File: config.mk
export PLATFORM = sky130hd
export DESIGN_NAME = uart_rxd_ctrl
export DESIGN_NICKNAME = d
export VERILOG_FILES = /design/src/rtl/uart_pkg.sv /design/src/rtl/rx_sync.sv /design/src/rtl/uart_rxd_ctrl.sv
export SDC_FILE = /design/constraint.sdc
export NUM_CORES = 1
export LEC_CHECK = 0
export ABC_AREA = 1
export CAP_MARGIN = 15
export CORE_ASPECT_RATIO = 1.1
export CORE_MARGIN = 1
export CORE_UTILIZATION = 60
export DETAILED_ROUTE_END_ITERATION = 8
export PLACE_DENSITY_LB_ADDON = 0.05
export RECOVER_POWER = 100
export SLEW_MARGIN = 5
export SYNTH_ARGS = -nofsm -noshare
export SYNTH_HDL_FRONTEND = slang
export SYNTH_SLANG_ARGS = --single-unit
File: constraint.sdc
create_clock -name clk_50M -period 4.1 [get_ports clk_50M]
set_clock_uncertainty 0.2 [all_clocks]
set_input_delay 0.82 -clock clk_50M [delete_from_list [all_inputs] [get_ports clk_50M]]
set_output_delay 0.82 -clock clk_50M [all_outputs]
set_load 0.05 [all_outputs]
File: src/rtl/uart_pkg.sv
// Types and constants shared by the UART receive and transmit paths.
package uart_pkg;

  localparam int DATA_BITS = 8;

  // Bit period at 115200 baud from the 50 MHz board clock; the transmit timer uses the same value.
  localparam int DEFAULT_CLKS_PER_BIT = 434;

  typedef enum logic [1:0] {
    RX_IDLE,
    RX_START,
    RX_DATA,
    RX_STOP
  } rx_state_t;

endpackage

File: src/rtl/rx_sync.sv
// Two-flop synchronizer for the serial pin plus a falling-edge detector on the synchronized level.
module rx_sync (
  input  logic clk_50M,
  input  logic reset,
  input  logic rxd,
  output logic level,
  output logic fall
);

  logic meta;
  logic sync;
  logic prev;

  // All flops come up high so that reset never looks like a start edge.
  always_ff @(posedge clk_50M) begin
    if (reset) begin
      meta <= 1'b1;
      sync <= 1'b1;
      prev <= 1'b1;
    end else begin
      meta <= rxd;
      sync <= meta;
      prev <= sync;
    end
  end

  assign level = sync;
  assign fall  = prev & ~sync;

endmodule

File: src/rtl/uart_rxd_ctrl.sv
// 8N1 UART receiver: mid-bit sampling of the synchronized pin, byte delivery with a
// one-cycle complete strobe or a one-cycle framing-error strobe.
//
// state    | meaning
// RX_IDLE  | line idle, waiting for a synchronized falling edge
// RX_START | counting to the middle of the start bit to reject glitches
// RX_DATA  | sampling the eight data bits, LSB first, one bit period apart
// RX_STOP  | sampling the stop bit, then delivering the byte or flagging an error
module uart_rxd_ctrl
  import uart_pkg::*;
#(
  parameter int CLKS_PER_BIT = DEFAULT_CLKS_PER_BIT
) (
  input  logic       clk_50M,
  input  logic       reset,
  input  logic       uart_rxd,
  output logic [7:0] read_value,
  output logic       read_complete,
  output logic       read_error,
  output logic       rx_busy
);

  localparam int HALF = CLKS_PER_BIT / 2;
  localparam int CW   = $clog2(CLKS_PER_BIT);

  localparam logic [CW-1:0] HALF_LAST = CW'(HALF - 1);
  localparam logic [CW-1:0] BIT_LAST  = CW'(CLKS_PER_BIT - 1);
  localparam logic [2:0]    IDX_LAST  = 3'(DATA_BITS - 1);

  logic rxd_level;
  logic rxd_fall;

  rx_sync u_rx_sync (
    .clk_50M (clk_50M),
    .reset   (reset),
    .rxd     (uart_rxd),
    .level   (rxd_level),
    .fall    (rxd_fall)
  );

  rx_state_t              state,    state_nxt;
  logic [CW-1:0]          cnt,      cnt_nxt;
  logic [2:0]             bit_idx,  idx_nxt;
  logic [DATA_BITS-1:0]   shift,    shift_nxt;
  logic [DATA_BITS-1:0]   value_nxt;
  logic                   complete_nxt;
  logic                   error_nxt;
  logic                   busy_nxt;

  always_ff @(posedge clk_50M) begin
    if (reset) begin
      state         <= RX_IDLE;
      cnt           <= '0;
      bit_idx       <= '0;
      shift         <= '0;
      read_value    <= '0;
      read_complete <= 1'b0;
      read_error    <= 1'b0;
      rx_busy       <= 1'b0;
    end else begin
      state         <= state_nxt;
      cnt           <= cnt_nxt;
      bit_idx       <= idx_nxt;
      shift         <= shift_nxt;
      read_value    <= value_nxt;
      read_complete <= complete_nxt;
      read_error    <= error_nxt;
      rx_busy       <= busy_nxt;
    end
  end

  always_comb begin
    state_nxt    = state;
    cnt_nxt      = cnt + 1'b1;
    idx_nxt      = bit_idx;
    shift_nxt    = shift;
    value_nxt    = read_value;
    complete_nxt = 1'b0;
    error_nxt    = 1'b0;
    busy_nxt     = rx_busy;

    case (state)
      RX_IDLE: begin
        cnt_nxt = '0;
        if (rxd_fall) begin
          state_nxt = RX_START;
          busy_nxt  = 1'b1;
        end
      end

      RX_START: begin
        if (cnt == HALF_LAST) begin
          cnt_nxt = '0;
          idx_nxt = '0;
          // A line already back high at mid-start was only a glitch.
          if (rxd_level) begin
            state_nxt = RX_IDLE;
            busy_nxt  = 1'b0;
          end else begin
            state_nxt = RX_DATA;
          end
        end
      end

      RX_DATA: begin
        if (cnt == BIT_LAST) begin
          cnt_nxt   = '0;
          shift_nxt = {rxd_level, shift[DATA_BITS-1:1]};
          if (bit_idx == IDX_LAST) begin
            state_nxt = RX_STOP;
          end else begin
            idx_nxt = bit_idx + 3'd1;
          end
        end
      end

      RX_STOP: begin
        // Leaving at mid-stop leaves half a bit to catch a back-to-back start edge.
        if (cnt == BIT_LAST) begin
          cnt_nxt   = '0;
          state_nxt = RX_IDLE;
          busy_nxt  = 1'b0;
          if (rxd_level) begin
            value_nxt    = shift;
            complete_nxt = 1'b1;
          end else begin
            error_nxt = 1'b1;
          end
        end
      end

      default: begin
        state_nxt = RX_IDLE;
        busy_nxt  = 1'b0;
      end
    endcase
  end

endmodule
== Word level (Yosys, flattened, before mapping) ==
Cells that the tools add are included.
W data, S select, Z words.

* Register bits: 36
* Input bits: 3

* Add/sub/neg operators: 2
* Eq/ne operators: 13
* Multiplexer cells: 21
* Bitwise logic cells: 4
* Reduce and logical (&&, ||, !) cells: 10

{| class="wikitable"
|+ Operator list
! cell !! count
|-
| $pmux W9 S3 || 1
|-
| $mux W9 || 2
|-
| $mux W2 || 6
|-
| $ne A2 B2 Y1 const B || 6
|-
| $reduce_and A5 Y1 || 2
|-
| $add A9 B1 Y9 const B || 1
|-
| $eq A9 B8 Y1 const B || 1
|-
| $eq A9 B9 Y1 const B || 1
|-
| $mux W3 || 3
|-
| $pmux W2 S4 || 1
|-
| $mux W1 || 6
|-
| $pmux W3 S2 || 1
|-
| $eq A2 B2 Y1 const B || 2
|-
| $reduce_and A4 Y1 || 1
|-
| $add A3 B1 Y3 const B || 1
|-
| $eq A3 B3 Y1 const B || 1
|-
| $not A1 Y1 || 3
|-
| $pmux W1 S3 || 1
|-
| $reduce_and A3 Y1 || 1
|-
| $reduce_bool A3 Y1 || 1
|-
| $reduce_or A3 Y1 || 1
|-
| $eq A2 B1 Y1 const B || 1
|-
| $logic_not A2 Y1 || 1
|-
| $ne A2 B1 Y1 const B || 1
|-
| other kinds (4) || 4
|}

== Logic depth before layout (Yosys ltp) ==
Gate-level depths: netlist of run 1.

* Word-level depth: 4
* Depth in mapped cells: 10

== Cells and area by module ==
From an unflattened synthesis of run 1, not the netlist that was laid out.

* Cell total of the unflattened synthesis: 239
* Area total of the unflattened synthesis: 1650.3 sq um

{| class="wikitable"
|+ Modules (own cells, without submodules)
! module !! instances !! cells an instance !! area an instance (sq um) !! sequential area each (sq um)
|-
| uart_rxd_ctrl || 1 || 227 || 1556.5 || 660.6
|-
| rx_sync || 1 || 12 || 93.8 || 60.1
|}

== Worst setup path before layout of run 1 ==
Ideal clock, no wire load.

* Path type: in2reg
* Start point: input reset
* End point: register shift[0]
* Arrival: 1.378 ns
* Required time: 3.830 ns
* Slack: 2.453 ns
* Stages: 4
* Cell sequence: inv_1 -> clkbuf_1 -> o21ai_0 -> a21oi_1

{| class="wikitable"
|+ RTL lines
! item !! line !! source
|-
| start, declared || uart_rxd_ctrl.sv:15 || <nowiki>input logic reset,</nowiki>
|-
| end signal, assigned || uart_rxd_ctrl.sv:64 || <nowiki>shift <= shift_nxt;</nowiki>
|-
| end, declared || uart_rxd_ctrl.sv:44 || <nowiki>logic [DATA_BITS-1:0] shift, shift_nxt;</nowiki>
|}

== Worst setup path after layout of run 1 ==
* Start point: register read_value[3]
* End point: output read_value[3]

{| class="wikitable"
|+ RTL lines
! item !! line !! source
|-
| start, declared || uart_rxd_ctrl.sv:17 || <nowiki>output logic [7:0] read_value,</nowiki>
|-
| start signal, assigned || uart_rxd_ctrl.sv:65 || <nowiki>read_value <= value_nxt;</nowiki>
|}

No word-level cell between the ends.

==> impl_metrics.py, run 1 <==
metrics = {
    "critical_path": {
        "crit_fanout": 2,
        "r2r-end": "read_value[0]",
        "crit_family": "buffers and inverters",
        "path_class": "register to output port",
        "startpoint": "read_value[3]",
        "critical_path_arrival_ns": 1.56,
        "cp.buffers_inverters": 1,
        "max_stage_delay_ns": 0.87,
        "endpoint": "read_value[3]",
        "end_kind": "output port",
        "worstPathCellList": "dlygate4sd3_1",
        "slowest_stage": "dlygate4sd3_1",
        "ff2ff_setup_slack_ns": 2.26,
        "cp_num_cells": 1,
        "worstSetupStartpointType": "register",
        "required_ns": 3.08,
        "rr_startpoint": "cnt[0]",
        "reg2regPathDepth": 8,
    },
    "sta": {
        "relSlewSlack_pct": 66.3,
        "worstMarginPinSlew_ns": 0.503,
        "worst_slack_ns": 1.52,
        "setup_tns_ns": 0,
        "hold_ws_ns": 0.216,
        "grt_setup_unrepaired": "no",
        "finalMaxSlewViolations": 0,
        "finalSetupViolCount": 0,
        "clock.fmax_ghz": 0.387,
        "hold_viol": 0,
        "fin_crit_sh_pct": 63.0,
        "timing.final.crit_period_ns": 2.58,
    },
    "clock_tree": {
        "cts_sinks": 36,
        "hold_buffers": 0,
        "cts_tree": "built",
        "ctsRootBufferMaster": "clkbuf_4",
        "cts_max_path_buffers": 2,
        "insertion_delay_ns": 0.35,
        "path_clk_slew_ns": 0.11,
        "cts_max_level": 2,
        "cts-resized-gates": 0,
        "numCtsBuffers": 5,
        "post-cts-setup-buffers": 0,
    },
    "pwr": {
        "clock_power_share_pct": 28.1,
        "peakVddDrop_v": 0.000405,
        "p_seq_share_pct": 59.3,
        "p_leak_nw": 0.713,
        "p_int_w": 0.000452,
        "p_switching_w": 0.000174,
        "powerDensity_nw_per_um2": 356,
        "comb_power_share_pct": 12.6,
        "p_sw_share_pct": 27.8,
    },
    "synthesis": {
        "ys_types": 30,
        "syn_inst": 207,
        "yosysWarnings": 0,
        "synthesis.area_sq_um": 1590,
        "synth_top_cells_by_area": "dfxtp_1 45%, inv_1 7.8%, nand2_1 6.4%",
        "yosysTopAreaCellShare_pct": 45.2,
        "yosysTopAreaCell": "dfxtp_1",
        "synth_fp_nets": 215,
        "syn_area_per_cell_sq_um": 7.69,
        "ys_seq_area_share_pct": 45.2,
        "ys_ff_latch": 36,
    },
    "die": {
        "dieWidth_microns": 51.1,
        "core-area_sq_um": 2500,
        "die_height_microns": 56.0,
        "fp-row-count": 19,
        "boundaryPins": 14,
        "die-area_sq_um": 2870,
        "start_util_pct": 63.8,
    },
    "cells_and_area": {
        "stdcell_area_sq_um": 1760,
        "drive_gt1_share_pct": 9.87,
        "n_fill_cell": 224,
        "diodes": 0,
        "area.growth.synth_to_final_pct": 10.4,
        "nNetsFinal": 231,
        "fin_cells": 254,
    },
    "placed_design": {
        "place_hpwl_mm": 2.10,
        "placed_cells": 247,
        "portBuffers": 13,
        "post_dp_cell_area_sq_um": 1730,
        "gp_congestion": 0.849,
        "dp_slack_ns": 1.59,
    },
    "detailed_routing": {
        "drt-wirelength-per-cell_microns": 11.0,
        "via_per_inst": 5.12,
        "drt_iter0_drc": 45,
        "drt-total-wl_mm": 2.80,
        "drc": 0,
        "vias": 1300,
        "first_pass_iters": 4,
        "ant_nets": 0,
    },
    "job": {
        "max_cap_viol_count": 0,
    },
    "global_routing": {
        "gr-total-overflow": 0,
        "grt_use_total_pct": 23.4,
        "grt_pass1_vias": 1260,
        "antenna_found_initial": 0,
        "grt_pass1_wl_mm": 4.96,
        "grt_max_degree": 22,
    },
    "min_path": {
        "hp-class": "register to register",
    },
    "outcome": {
        "status": "finished, final reports clean",
    },
}
[power groups by stage]
stage | registers, W | logic, W | clock network [W]
6_report | 0.000372 | 0.0000786 | 0.000176
3_5_place_dp | 0.000380 | 0.0000820 | 0
5_1_grt | 0.000374 | 0.0000905 | 0.000189
4_1_cts | 0.000372 | 0.0000824 | 0.000179
3_3_place_gp | 0.000379 | 0.0000781 | 0
2_1_floorplan | 0.000385 | 0.0000565 | 0
[metrics by stage]
step,power (W),util [%]
2_1_floorplan,0.000441,-
3_3_place_gp,0.000457,69.4
3_5_place_dp,0.000462,69.4
4_1_cts,0.000634,71.2
5_1_grt,0.000653,70.4
6_report,0.000626,70.4
[worst min path at each step]
stage                         startpoint  depth (start not counted)  slack, ns         endpoint
final                     u_rx_sync.meta                          1       0.22  u_rx_sync.level
after global routing      u_rx_sync.meta                          1       0.23  u_rx_sync.level
after CTS                 u_rx_sync.meta                          1       0.22  u_rx_sync.level
after detailed placement  u_rx_sync.meta                          1       0.20  u_rx_sync.level
after global placement    u_rx_sync.meta                          1       0.20  u_rx_sync.level
after floorplan           u_rx_sync.meta                          1       0.19  u_rx_sync.level
[area by class of cell]
cell class / instances / area (sq um) / share of cell area (%)
clock buffer: 6 / 41.3 / 2.35
clock inverter: 1 / 5.00 / 0.285
inverter: 38 / 145 / 8.26
multi-input combinational: 129 / 677 / 38.5
sequential: 36 / 721 / 41.0
tap: 31 / 38.8 / 2.21
timing repair buffer: 13 / 130 / 7.40
[cells in the mapped netlist (all sizes together)]
cell	n
nand3	4
nand3b	1
a21oi	20
nand2	32
clkbuf	1
nor3b	3
inv	37
o31ai	1
dfxtp	36
o21ai	23
buf	3
nor2	30
ha	5
or2	2
nand4	2
xor2	2
clkinv	1
o21bai	1
nor3	3
[per-layer routing]
| layer | up-vias | GRT usage (%) | part of all wire, % |
|---|---|---|---|
| met1 | 579 | 25.1 | 42 |
| met5 | - | 0 | 0 |
| li1 | 681 | - | - |
| met4 | 0 | 13.1 | 1.9 |
| met3 | 7 | 8.74 | 5.5 |
| met2 | 33 | 38.7 | 50 |
[placed cells by master, fill, tap and decap left out]
master | netlist | routed
dfxtp_1 | 36 | 36
inv_1 | 33 | 33
nand2_1 | 27 | 28
nor2_1 | 26 | 28
o21ai_0 | 17 | 21
a21oi_1 | 18 | 18
dlygate4sd3_1 | 0 | 12
ha_1 | 5 | 5
clkbuf_4 | 0 | 5
inv_2 | 3 | 3
nand2_2 | 4 | 3
nand3_1 | 3 | 3
nor3_1 | 3 | 3
nor3b_1 | 3 | 3
nor2_2 | 3 | 2
a21oi_2 | 2 | 2
xor2_1 | 2 | 2
or2_2 | 2 | 2
nand4_1 | 2 | 2
nand2_4 | 1 | 1
inv_4 | 1 | 1
nand3b_1 | 1 | 1
nand3_4 | 1 | 1
o21ai_2 | 3 | 1
o21bai_1 | 1 | 1
o21ai_1 | 3 | 1
clkinv_1 | 1 | 1
o31ai_1 | 1 | 1
clkinv_2 | 0 | 1
clkbuf_1 | 1 | 1
clkdlybuf4s50_1 | 0 | 1
[cells by family after synthesis]
kind of cell    share of synthesized area, %
xor+xnor                                1.10
compound gates                          15.6
simple gates                            23.1
fa+ha+maj                               3.93
flops                                   45.2
buf+inv                                 11.0
[sequential cells by signal, indices dropped and copies added, names as in the netlist, named ones only]
signal           flops
cnt                  9
read_value           8
read_error           1
bit_idx              3
u_rx_sync.meta       1
read_complete        1
rx_busy              1
shift                8
u_rx_sync.prev       1
u_rx_sync.level      1
state                1
No activity file was read; power rests on OpenSTA's default activity.
==> inputs of run 2 (changes only) <==
--- a/config.mk
+++ b/config.mk
@@ -9,7 +9,7 @@
 export CAP_MARGIN = 15
 export CORE_ASPECT_RATIO = 1.1
 export CORE_MARGIN = 1
-export CORE_UTILIZATION = 60
+export CORE_UTILIZATION = 50
 export DETAILED_ROUTE_END_ITERATION = 8
 export PLACE_DENSITY_LB_ADDON = 0.05
 export RECOVER_POWER = 100
==> constraint.sdc (replaced) <==
create_clock -name clk_50M -period 2.1 [get_ports clk_50M]
set_clock_uncertainty 0.2 [all_clocks]
set_input_delay 0.42 -clock clk_50M [delete_from_list [all_inputs] [get_ports clk_50M]]
set_output_delay 0.42 -clock clk_50M [all_outputs]
set_load 0.05 [all_outputs]
==> impl_metrics.py, run 2 (same netlist as run 1, synthesis figures left out) <==
metrics = {
    "global_routing": {
        "grt_max_degree": 20,
        "grt_use_total_pct": 17.8,
        "grt_pass1_wl_mm": 4.70,
        "antenna_found_initial": 0,
        "grt_use_met2_pct": 31.0,
        "globalRouteMet3Util_pct": 4.41,
        "gr-total-overflow": 0,
        "grt_pass1_vias": 1151,
        "grt-busiest-layer": "met2",
        "use_met1_pct": 20.8,
    },
    "critical_path": {
        "cp_num_cells": 1,
        "slowest_stage": "dlygate4sd2_1",
        "required_ns": 1.48,
        "worstPathCellList": "dlygate4sd2_1",
        "ff2ff_setup_slack_ns": 0.32,
        "crit_fanout": 2,
        "end_kind": "output port",
        "r2r-end": "read_value[7]",
        "critical_path_arrival_ns": 1.19,
        "rr_startpoint": "cnt[0]",
        "max_stage_delay_ns": 0.53,
        "startpoint": "read_value[0]",
        "reg2regPathDepth": 8,
        "crit_family": "buffers and inverters",
        "cp.buffers_inverters": 1,
        "path_class": "register to output port",
        "worstSetupStartpointType": "register",
        "endpoint": "read_value[0]",
    },
    "cells_and_area": {
        "drive_gt1_share_pct": 9.73,
        "nNetsFinal": 233,
        "layout_common_cells": "36 x dfxtp_1, 33 x inv_1, 29 x nand2_1, 28 x nor2_1, 21 x o21ai_0",
        "seq_area_sq_um": 721,
        "layout_commonest_cell": "dfxtp_1",
        "fin_cells": 260,
        "diodes": 0,
        "largest_reg_flops": 9,
        "largest_registers": "cnt: 9 flops, read_value: 8 flops, shift: 8 flops",
        "n_fill_cell": 298,
        "largest_register": "cnt",
        "area.growth.synth_to_final_pct": 8.25,
        "multi_input_area_sq_um": 674,
    },
    "sta": {
        "finalSetupViolCount": 0,
        "timing.final.crit_period_ns": 1.81,
        "clock.fmax_ghz": 0.552,
        "hold_viol": 0,
        "relSlewSlack_pct": 60.1,
        "setup_tns_ns": 0,
        "finalMaxSlewViolations": 0,
        "grt_setup_unrepaired": "no",
        "fin_crit_sh_pct": 86.3,
        "worst_slack_ns": 0.287,
        "worstMarginPinSlew_ns": 0.601,
    },
    "die": {
        "start_util_pct": 52.3,
        "core-area_sq_um": 3050,
        "dieWidth_microns": 55.8,
        "boundaryPins": 14,
        "fp-row-count": 21,
        "die_height_microns": 61.2,
        "die-area_sq_um": 3420,
    },
    "min_path": {
        "hp-class": "register to register",
    },
    "pwr": {
        "clock_power_share_pct": 30.1,
        "peakVddDrop_v": 0.000398,
        "p_int_w": 0.000921,
        "comb_power_share_pct": 11.8,
        "p_seq_share_pct": 58.2,
        "p_sw_share_pct": 26.3,
        "p_switching_w": 0.000328,
        "powerDensity_nw_per_um2": 724,
        "p_leak_nw": 0.675,
    },
    "placed_design": {
        "placed_cells": 252,
        "dp_slack_ns": 0.372,
        "portBuffers": 13,
        "place_hpwl_mm": 1.98,
        "gp_congestion": 0.882,
    },
    "clock_tree": {
        "cts_sinks": 36,
        "cts_max_path_buffers": 2,
        "insertion_delay_ns": 0.33,
        "numCtsBuffers": 5,
        "hold_buffers": 0,
        "cts_tree": "built",
        "cts_max_level": 2,
        "ctsRootBufferMaster": "clkbuf_4",
        "path_clk_slew_ns": 0.10,
    },
    "detailed_routing": {
        "vias": 1318,
        "drt-wirelength-per-cell_microns": 10.3,
        "drt-total-wl_mm": 2.68,
        "ant_nets": 0,
        "drc": 0,
        "first_pass_iters": 4,
        "via_per_inst": 5.07,
        "drt_iter0_drc": 56,
    },
    "job": {
        "max_cap_viol_count": 0,
    },
    "outcome": {
        "status": "finished, final reports clean",
    },
}
-- run 2: changes by cell type in the layout (fill, tap and decap cells not counted), sizes merged --
| cell | before | now |
|---|---|---|
| buf | 0 | 1 |
| clkbuf | 6 | 18 |
| dlygate4sd2 | 0 | 2 |
| dlygate4sd3 | 12 | 1 |
| clkinv | 2 | 1 |
-- run 2: how the worst min path moves through the flow --
stage | startpoint | to | slack, ns | depth (start not counted)
after floorplan | u_rx_sync.meta | u_rx_sync.level | 0.19 | 1
after global placement | u_rx_sync.meta | u_rx_sync.level | 0.19 | 1
after detailed placement | u_rx_sync.meta | u_rx_sync.level | 0.20 | 1
after CTS | u_rx_sync.meta | u_rx_sync.level | 0.23 | 1
after global routing | u_rx_sync.meta | u_rx_sync.level | 0.23 | 1
final | u_rx_sync.meta | u_rx_sync.level | 0.22 | 1
-- run 2: timing repair --
action	4_1_cts	5_1_grt
setup buffers	0	0
resized for setup	2	4
endpoints found under the setup margin	2	4
-- run 2: power by group through the flow --
stage | Combinational, W | Sequential (W) | Clock (W)
after floorplan | 0.000110 | 0.000752 | 0
after global placement | 0.000153 | 0.000741 | 0
after detailed placement | 0.000161 | 0.000742 | 0
after CTS | 0.000162 | 0.000727 | 0.000394
after global routing | 0.000172 | 0.000730 | 0.000418
final | 0.000147 | 0.000727 | 0.000375
-- run 2: metal layers --
layer	vias up	share of wire, %
li1	683	-
met1	601	45
met2	27	49
met3	7	4.2
met4	0	2.0
met5	-	0
-- run 2: stage by stage --
stage	cell area [sq um]	total power [W]	util [%]	hold WS [ns]
2_1_floorplan	1590	0.000862	-	0.189
3_3_place_gp	1740	0.000894	57.0	0.194
3_5_place_dp	1740	0.000903	57.0	0.203
4_1_cts	1790	0.00128	58.9	0.227
5_1_grt	1720	0.00132	56.6	0.235
6_report	1720	0.00125	56.6	0.221
-- run 2: layout make-up --
cell class / instances / area share [%]
sequential: 36 / 41.8
multi-input combinational: 129 / 39.1
inverter: 38 / 8.42
timing repair buffer: 15 / 4.79
clock buffer: 8 / 3.41
tap: 34 / 2.47
==> inputs of run 3 (changes only) <==
--- a/config.mk
+++ b/config.mk
@@ -9,7 +9,7 @@
 export CAP_MARGIN = 15
 export CORE_ASPECT_RATIO = 1.1
 export CORE_MARGIN = 1
-export CORE_UTILIZATION = 50
+export CORE_UTILIZATION = 30
 export DETAILED_ROUTE_END_ITERATION = 8
 export PLACE_DENSITY_LB_ADDON = 0.05
 export RECOVER_POWER = 100
==> impl_metrics.py, run 3 (same netlist as run 1, synthesis figures left out) <==
metrics = {
    "clock_tree": {
        "path_clk_slew_ns": 0.07,
        "cts_tree": "built",
        "cts_sinks": 36,
        "ctsRootBufferMaster": "clkbuf_8",
        "post-cts-setup-buffers": 0,
        "cts-resized-gates": 0,
        "cts_max_level": 2,
        "hold_buffers": 0,
        "cts_max_path_buffers": 2,
        "insertion_delay_ns": 0.29,
        "numCtsBuffers": 5,
    },
    "pwr": {
        "p_int_w": 0.00111,
        "p_switching_w": 0.000376,
        "peakVddDrop_v": 0.000426,
        "p_seq_share_pct": 49.0,
        "powerDensity_nw_per_um2": 817,
        "comb_power_share_pct": 10.1,
        "clock_power_share_pct": 40.9,
        "p_leak_nw": 0.688,
        "p_sw_share_pct": 25.3,
    },
    "die": {
        "fp-row-count": 27,
        "core-area_sq_um": 5070,
        "die-area_sq_um": 5610,
        "die_height_microns": 78.4,
        "dieWidth_microns": 71.5,
        "start_util_pct": 31.4,
        "boundaryPins": 14,
    },
    "global_routing": {
        "antenna_found_initial": 0,
        "grt_use_total_pct": 12.2,
        "globalRouteMet3Util_pct": 3.08,
        "gr-total-overflow": 0,
        "grt_pass1_wl_mm": 5.32,
        "grt_pass1_vias": 1287,
        "grt-busiest-layer": "met2",
        "use_met1_pct": 13.1,
        "grt_use_met2_pct": 22.3,
        "grt_max_degree": 20,
    },
    "min_path": {
        "min_from": "u_rx_sync.meta",
        "hp-class": "register to register",
    },
    "sta": {
        "grt_setup_unrepaired": "no",
        "finalMaxSlewViolations": 0,
        "worstMarginPinSlew_ns": 0.599,
        "timing.final.crit_period_ns": 2.02,
        "relSlewSlack_pct": 60.3,
        "clock.fmax_ghz": 0.495,
        "fin_crit_sh_pct": 96.2,
        "finalSetupViolCount": 0,
        "hold_viol": 0,
        "setup_tns_ns": 0,
    },
    "critical_path": {
        "slowest_stage": "clkdlybuf4s50_1",
        "end_kind": "output port",
        "max_stage_delay_ns": 0.80,
        "worstPathCellList": "clkdlybuf4s50_1",
        "rr_startpoint": "cnt[0]",
        "required_ns": 1.48,
        "crit_fanout": 2,
        "crit_family": "buffers and inverters",
        "worstSetupStartpointType": "register",
        "path_class": "register to output port",
        "cp.buffers_inverters": 1,
        "startpoint": "read_value[2]",
        "critical_path_arrival_ns": 1.40,
    },
    "detailed_routing": {
        "drt-total-wl_mm": 3.03,
        "via_per_inst": 4.65,
        "drc": 0,
        "ant_nets": 0,
        "first_pass_iters": 4,
        "drt_iter0_drc": 28,
        "drt-wirelength-per-cell_microns": 10.7,
        "vias": 1322,
    },
    "cells_and_area": {
        "drive_gt1_share_pct": 11.1,
        "largest_registers": "cnt: 9 flops, read_value: 8 flops, shift: 8 flops",
        "largest_reg_flops": 9,
        "area.growth.synth_to_final_pct": 14.0,
        "fin_util_pct": 35.8,
        "layout_commonest_cell": "dfxtp_1",
        "diodes": 0,
        "largest_register": "cnt",
        "layout_common_cells": "36 x dfxtp_1, 33 x inv_1, 29 x nand2_1, 27 x nor2_1, 21 x o21ai_0",
        "nNetsFinal": 233,
    },
    "placed_design": {
        "place_hpwl_mm": 2.29,
        "gp_congestion": 0.783,
        "portBuffers": 13,
    },
    "job": {
        "max_cap_viol_count": 0,
    },
    "outcome": {
        "status": "finished, final reports clean",
    },
}
[run 3: cell types whose count changed in the layout (fill, tap and decap cells not counted), sizes merged]
| cell | before | now |
|---|---|---|
| dlygate4sd2 | 2 | 0 |
| clkdlybuf4s50 | 1 | 4 |
| clkinv | 1 | 2 |
| bufinv | 0 | 1 |
| clkinvlp | 0 | 1 |
| clkbuf | 18 | 14 |
[run 3: worst paths after layout]
check,endpoint,slack (ns),cells past startpoint
worst max-delay path,read_value[2],0.08,1
worst min-delay path,u_rx_sync.level,0.21,1
worst max register to register,read_value[3],0.25,8
worst min register to register,u_rx_sync.level,0.21,1
[run 3: area by class of cell]
| cell class | count | area [sq um] |
|---|---|---|
| sequential | 36 | 721 |
| tap | 58 | 72.6 |
| timing repair buffer | 15 | 91.3 |
| fill | 558 | 3250 |
| inverter | 38 | 145 |
| multi-input combinational | 129 | 674 |
| clock buffer | 5 | 68.8 |
| clock inverter | 3 | 42.5 |
[run 3: layer usage]
metal / wire length, microns / part of all wire (%)
met1: 1330 / 44
met2: 1540 / 51
met4: 63 / 2.1
met5: 0 / 0
met3: 95 / 3.1
[run 3: per-stage QoR]
step           hold slack (ns)  instances  setup WS, ns  cell area [sq um]  power, W
6_report                 0.211        284        0.0789               1820   0.00148
5_1_grt                  0.238        284        0.0261               1820   0.00157
4_1_cts                  0.211        284        0.0652               1870   0.00152
3_5_place_dp             0.193        276         0.359               1760  0.000905
3_3_place_gp             0.194        276         0.381               1760  0.000899
2_1_floorplan            0.189        207         0.551               1590  0.000862
[run 3: power by group through the flow]
| stage | Sequential, W | Clock [W] | Combinational, W |
|---|---|---|---|
| 5_1_grt | 0.000730 | 0.000661 | 0.000176 |
| 3_5_place_dp | 0.000742 | 0 | 0.000163 |
| 6_report | 0.000726 | 0.000607 | 0.000150 |
| 2_1_floorplan | 0.000752 | 0 | 0.000110 |
| 3_3_place_gp | 0.000741 | 0 | 0.000157 |
| 4_1_cts | 0.000726 | 0.000631 | 0.000164 |
